<file path="config.mk">
export PLATFORM = sky130hd
export DESIGN_NAME = g2_readout_seq
export DESIGN_NICKNAME = d
export VERILOG_FILES = /design/src/rtl/g2_readout_seq.sv
export SDC_FILE = /design/constraint.sdc
export NUM_CORES = 1
export LEC_CHECK = 0
export BUFFER_PORTS_ARGS = -buffer_cell sky130_fd_sc_hd__buf_2
export CAP_MARGIN = 10
export CORE_UTILIZATION = 60
export DETAILED_ROUTE_END_ITERATION = 10
export PLACE_DENSITY = 0.93
export SLEW_MARGIN = 15
export SYNTH_ARGS = -nofsm -noshare
export SYNTH_HDL_FRONTEND = slang
export SYNTH_SLANG_ARGS = --single-unit
</file>
<file path="constraint.sdc">
create_clock -name clk -period 7.8 [get_ports clk]
set_input_delay 1.56 -clock clk [delete_from_list [all_inputs] [get_ports clk]]
set_output_delay 1.56 -clock clk [all_outputs]
set_load 0.05 [all_outputs]
</file>
<file path="src/rtl/g2_readout_seq.sv">
// g2 histogram readout sequencer: accumulation window, pipeline flush, then a
// read/stream/(clear) walk over every bin. Optional bin clear: G2_CLEAR_ON_READ_EN.
module g2_readout_seq #(
  parameter int unsigned DAT_W  = 32,
  parameter int unsigned ADDR_W = 10,
  parameter int unsigned UNIT_W = 5,
  parameter int unsigned FLUSH  = 4
) (
  input  logic              clk,
  input  logic              RST,
  input  logic              start,
  input  logic              cont,
  input  logic [31:0]       winLen,
  output logic              accEn,
  output logic [UNIT_W-1:0] memSel,
  output logic [ADDR_W-1:0] memAddr,
  output logic              memRe,
  input  logic [DAT_W-1:0]  memRdat,
  output logic              memWe,
  output logic [DAT_W-1:0]  g2Dat,
  output logic              g2V,
  input  logic              g2R,
  output logic              busy,
  output logic [15:0]       frameCnt
);

  localparam int unsigned IDX_W = UNIT_W + ADDR_W;
  // A zero flush length still spends one cycle in FLUSH_W to reset the index.
  localparam logic [31:0] FLUSH_LD = (FLUSH == 0) ? 32'd1 : 32'(FLUSH);

  typedef enum logic [2:0] {IDLE, ACC, FLUSH_W, RD, CAP, OUT} state_t;

  state_t             state, state_nxt;
  logic [31:0]        win_q;
  logic [31:0]        cnt_q;
  logic [IDX_W-1:0]   idx_q;
  logic [DAT_W-1:0]   dat_q;
  logic [15:0]        frame_q;
  logic [31:0]        win_ld;
  logic               cnt_last;
  logic               idx_last;

  assign win_ld   = (winLen == 32'd0) ? 32'd1 : winLen;
  assign cnt_last = (cnt_q == 32'd1);
  assign idx_last = &idx_q;

  always_ff @(posedge clk or posedge RST) begin
    if (RST) state <= IDLE;
    else     state <= state_nxt;
  end

  always_comb begin
    state_nxt = state;
    accEn     = 1'b0;
    memRe     = 1'b0;
    memWe     = 1'b0;
    g2V       = 1'b0;
    case (state)
      IDLE: begin
        if (start) state_nxt = ACC;
      end
      ACC: begin
        accEn = 1'b1;
        if (cnt_last) state_nxt = FLUSH_W;
      end
      FLUSH_W: begin
        if (cnt_last) state_nxt = RD;
      end
      RD: begin
        memRe     = 1'b1;
        state_nxt = CAP;
      end
      CAP: begin
`ifdef G2_CLEAR_ON_READ_EN
        memWe = 1'b1;
`endif
        state_nxt = OUT;
      end
      OUT: begin
        g2V = 1'b1;
        if (g2R) begin
          if (!idx_last)  state_nxt = RD;
          else if (cont)  state_nxt = ACC;
          else            state_nxt = IDLE;
        end
      end
      default: state_nxt = IDLE;
    endcase
  end

  // cnt_q is shared: window length in ACC, then flush length in FLUSH_W.
  always_ff @(posedge clk or posedge RST) begin
    if (RST) begin
      win_q   <= '0;
      cnt_q   <= '0;
      idx_q   <= '0;
      dat_q   <= '0;
      frame_q <= '0;
    end else begin
      case (state)
        IDLE: begin
          if (start) begin
            win_q <= win_ld;
            cnt_q <= win_ld;
          end
        end
        ACC: begin
          cnt_q <= cnt_last ? FLUSH_LD : cnt_q - 32'd1;
        end
        FLUSH_W: begin
          cnt_q <= cnt_q - 32'd1;
          idx_q <= '0;
        end
        CAP: begin
          dat_q <= memRdat;
        end
        OUT: begin
          if (g2R) begin
            idx_q <= idx_q + IDX_W'(1);
            if (idx_last) begin
              frame_q <= frame_q + 16'd1;
              if (cont) cnt_q <= win_q;
            end
          end
        end
        default: ;
      endcase
    end
  end

  assign memSel   = idx_q[IDX_W-1:ADDR_W];
  assign memAddr  = idx_q[ADDR_W-1:0];
  assign g2Dat    = dat_q;
  assign frameCnt = frame_q;
  assign busy     = (state != IDLE);

endmodule

</file>
== Yosys cells after proc, flatten, opt, wreduce, memory -nomap -nowiden ==
Cells that the tools add are included.

* Reduce and logical (&&, ||, !) cells: 11
* $lt $le $gt $ge: 0
* Equal/unequal tests: 12
* $add $sub $neg: 3
* Divide/modulo/power cells: 0
* Multiplexer cells: 19
* Multiply operators: 0
* Shift operators: 0
* Bitwise logic cells: 0

{| class="wikitable"
|+ Operator list
! kind !! count
|-
| $mux 32 || 6
|-
| $pmux 32 s4 || 1
|-
| $eq 32x1->1 const B || 1
|-
| $logic_not 32->1 || 1
|-
| $sub 32x1->32 const B || 1
|-
| $pmux 15 s2 || 1
|-
| $pmux 3 s6 || 1
|-
| $reduce_and 17->1 || 1
|-
| $add 16x1->16 const B || 1
|-
| $add 15x1->15 const B || 1
|-
| $mux 15 || 1
|-
| $reduce_and 15->1 || 1
|-
| $mux 3 || 4
|-
| $ne 2x2->1 const B || 6
|-
| $eq 3x2->1 const B || 2
|-
| $eq 3x3->1 const B || 2
|-
| $reduce_and 5->1 || 1
|-
| $mux 1 || 4
|-
| $reduce_and 2->1 || 2
|-
| $reduce_and 4->1 || 1
|-
| $reduce_bool 4->1 || 1
|-
| $eq 3x1->1 const B || 1
|-
| $logic_not 3->1 || 1
|-
| $reduce_bool 3->1 || 1
|-
| 2 further kinds || 2
|}

* RAM bits: 0
* Output and inout bits: 68
* Bits of input ports: 69
* Bits in latches: 0
* Memories: 0
* Bits in read-only memories: 0
* Register bits: 130

== Depth between registers and ports, before layout ==
* Depth after elaboration: 4
* Depth in mapped cells: 9
* Depth with buffers taken out: 7

== Worst setup path after synthesis ==
No wires, ideal clock.

* Path kind: register -> output
* Start: reg state[0]
* End: out g2V
* Cell stages (with the launch flop): 7
* Arrival time: 2,133 ps
* Slack: 4,107 ps
* Path through: dfrtp_1 clkbuf_1 nor2b_1 nand2_1 clkinv_1 clkbuf_1 buf_1

* Longest elaborated chain between the ends: 2

{| class="wikitable"
|+ RTL lines
! item !! line !! RTL
|-
| from (decl) || 33 || <nowiki>state_t state, state_nxt;</nowiki>
|-
| from (signal assigned) || 49 || <nowiki>else state <= state_nxt;</nowiki>
|-
| $eq 3x3->1 || 58 || <nowiki>case (state)</nowiki>
|-
| $mux 1 || 58 ||
|-
| to (decl) || 21 || <nowiki>output logic g2V,</nowiki>
|}

Every way passes these cells.

== Worst setup path after layout ==
Same ends and word-level chain as after synthesis.

==> results.json <==
{
  "ctsHoldBuffers": 0,
  "ir_worst_vdd_v": 0.0002258,
  "cts_resized": 0,
  "drive_gt1_frac": 0.2683,
  "cts_max_level": 4,
  "ys_seq_elements": 130,
  "ff_latch_area_mm2": 0.003253,
  "syn_avg_cell_area_um2": 9.349,
  "dr.pass1.iters": 6,
  "reg2reg_slack_ns": 4.50,
  "die_x_um": 108.6,
  "rsz0062_at_grt": "false",
  "hold_start": "win_q[5]$_DFFE_PP0P_",
  "num_vias": 6479,
  "clock-sinks": 130,
  "finClkSkew_ns": 0.01796,
  "rows": 38,
  "postCtsSetupBuffers": 0,
  "worst_path_max_delay_cell": "dfrtp_1",
  "cts_buffer_depth": 2,
  "start_util": 0.6232,
  "relSlewSlack": 0.3220,
  "finalHoldViolations": 0,
  "synth_seq_area_share": 0.4773,
  "final_common_cell": "nand2_1",
  "holdPathEnd": "win_q[5]$_DFFE_PP0P_",
  "crit_chain": "nor2b_1, nand2_1, clkinv_1, buf_2",
  "critPathLaunchType": "flop",
  "ys_types": 68,
  "diodes": 0,
  "synthToLayoutAreaGrowth_pct": 20.71,
  "slowest_delay_ns": 0.71,
  "critical_path_class": "flop to output port",
  "grt_max_degree": 80,
  "multiInputGateArea_mm2": 0.003351,
  "wl_per_cell_um": 19.11,
  "die-area_mm2": 0.01179,
  "setup-tns-final_ns": 0,
  "synth-async-reset-ratio": 1.000,
  "die_y_um": 108.6,
  "setup_viol": 0,
  "min_path_type": "flop to flop",
  "io_buffers": 135,
  "cts_tree": "done",
  "cap_violations": 0,
  "mostFrequentLayoutCells": "nand2_1, buf_2, dfrtp_1, nor2_1, mux2_2",
  "antenna_found_initial": 0,
  "insertion_delay_ns": 0.43,
  "core-area_mm2": 0.01094,
  "r2r-end": "cnt_q[25]$_DFFE_PP0P_",
  "arrival_ns": 2.27,
  "grt_pass1_wl_um": 31080,
  "fin_nets": 922,
  "hpwl_um": 12450,
  "fin_util": 0.7523,
  "holdPathStages": 2,
  "leakage_nw": 3.913,
  "cts_made_buffers": 17,
  "gp_congestion": 0.9206,
  "synth_area_mm2": 0.006815,
  "worst_pin_slew_ns": 1.017,
  "ys.flop_type": "dfrtp_1",
  "path_clk_slew_ns": 0.06,
  "pin_count": 137,
  "ys_warn_count": 0,
  "powerDensity_mw_per_mm2": 258.0,
  "grt_pass1_vias": 6304,
  "cts-root-buf": "clkbuf_16",
  "period_share": 0.4911,
  "synth_edf_count": 0,
  "syn_inst": 729,
  "fillers": 764,
  "drv_slew": 0,
  "drc": 0,
  "synth_nets": 802,
  "reg2regPathDepth": 5,
  "cp_data_required_time_ns": 6.24,
  "status": "completed",
  "cp-end-kind": "output port",
  "overflow": 0,
  "fin_crit_ns": 3.830,
  "track_usage": 0.3438,
  "drt_iter0_markers": 835,
  "drt-total-wl_um": 19130,
  "fmax_ghz": 0.2611,
  "rr_startpoint": "cnt_q[10]$_DFFE_PP0P_",
  "ant_nets": 0,
  "viasPerCell": 6.473,
  "cp_max_fo": 20
}
layer usage:
layer | vias to the layer above | GRT usage | part of all wire
li1 | 2913 | - | -
met1 | 3113 | 0.4344 | 0.39
met3 | 61 | 0.08017 | 0.090
met5 | - | 0 | 0
met4 | 0 | 0.1718 | 0.033
met2 | 392 | 0.5538 | 0.48
cell type report:
cell class                 count  share of cell area
multi-input combinational    540              0.4073
sequential                   130              0.3954
timing repair buffer         146             0.09217
clock buffer                  19             0.05506
clock inverter                12             0.02205
tap                          140             0.02129
inverter                      14            0.006692
power breakdown:
group,internal (mW),switching (mW),leakage (nW),total (mW)
clock,0.551,0.308,0.298,0.859
sequential,0.789,0.128,1.68,0.917
combinational,0.154,0.194,1.94,0.347
total,1.49,0.629,3.91,2.12
cells by family (layout without fill, tap and decap cells):
logic type / Yosys count / after routing / share of synthesized area
AND/OR/NAND/NOR: 317 / 317 / 0.2231
flip-flops: 130 / 130 / 0.4773
multiplexers: 34 / 34 / 0.05599
XOR/XNOR: 24 / 24 / 0.03084
other: 1 / 1 / 0.0005502
AO/OA/AOI/OAI: 160 / 160 / 0.1700
adder cells (fa/ha/maj): 4 / 4 / 0.007344
buffers and inverters: 59 / 191 / 0.03488
synthesized netlist by cell type (all sizes together), types with 4 or more instances:
| cell | count | share of area |
|---|---|---|
| nand3 | 15 | 0.011 |
| o21ai | 24 | 0.018 |
| and3 | 5 | 0.0046 |
| o22ai | 11 | 0.010 |
| a211o | 4 | 0.0051 |
| nor3 | 22 | 0.016 |
| a211oi | 11 | 0.012 |
| o2bb2ai | 10 | 0.013 |
| o31ai | 15 | 0.017 |
| a22oi | 6 | 0.0066 |
| a22o | 9 | 0.012 |
| o211ai | 7 | 0.0077 |
| nand2b | 4 | 0.0037 |
| buf | 8 | 0.0068 |
| inv | 13 | 0.0072 |
| ha | 4 | 0.0073 |
| clkbuf | 37 | 0.020 |
| nor2 | 52 | 0.029 |
| or2 | 4 | 0.0037 |
| dfrtp | 130 | 0.48 |
| xor2 | 10 | 0.013 |
| a311oi | 4 | 0.0070 |
| nor4 | 24 | 0.024 |
| a31oi | 9 | 0.0083 |
| nand4 | 19 | 0.017 |
| mux2 | 33 | 0.055 |
| or3 | 10 | 0.0092 |
| nand2 | 137 | 0.075 |
| xnor2 | 14 | 0.018 |
| a21oi | 21 | 0.015 |
| or4 | 13 | 0.015 |
metrics by stage:
| step | area [um2] | setup slack (ns) | total power [mW] | hold slack, ns | cells |
|---|---|---|---|---|---|
| global route | 8227 | 3.793 | 2.214 | 0.4931 | 1001 |
| detailed placement | 7592 | 4.218 | 1.256 | 0.4623 | 970 |
| CTS | 8227 | 3.974 | 2.115 | 0.4768 | 1001 |
| global placement | 7592 | 4.264 | 1.236 | 0.4567 | 970 |
| floorplan | 6815 | 2.771 | 1.149 | 0.4455 | 729 |
| finish | 8227 | 3.970 | 2.122 | 0.4753 | 1001 |
sequential cells by signal, indices dropped and copies added, names as in the netlist:
name      cells
g2Dat        32
win_q        32
cnt_q        32
frameCnt     16
idx_q        15
state         3
worst max-delay path by stage:
stage	start	to	slack (ns)
2_1_floorplan	RST	cnt_q[0]$_DFFE_PP0P_	2.77
3_3_place_gp	g2R	cnt_q[11]$_DFFE_PP0P_	4.26
3_5_place_dp	g2R	cnt_q[11]$_DFFE_PP0P_	4.22
4_1_cts	state[0]$_DFFE_PP0P_	g2V	3.97
5_1_grt	state[0]$_DFFE_PP0P_	g2V	3.79
6_report	state[0]$_DFFE_PP0P_	g2V	3.97
worst max-delay path, delay by kind of cell, from the launching register on:
family / cells / cell delay [ns]
flip-flops: 1 / 0.71
buffers and inverters: 2 / 0.38
AND/OR/NAND/NOR: 2 / 0.75
Power figures use the tool's default switching activity.
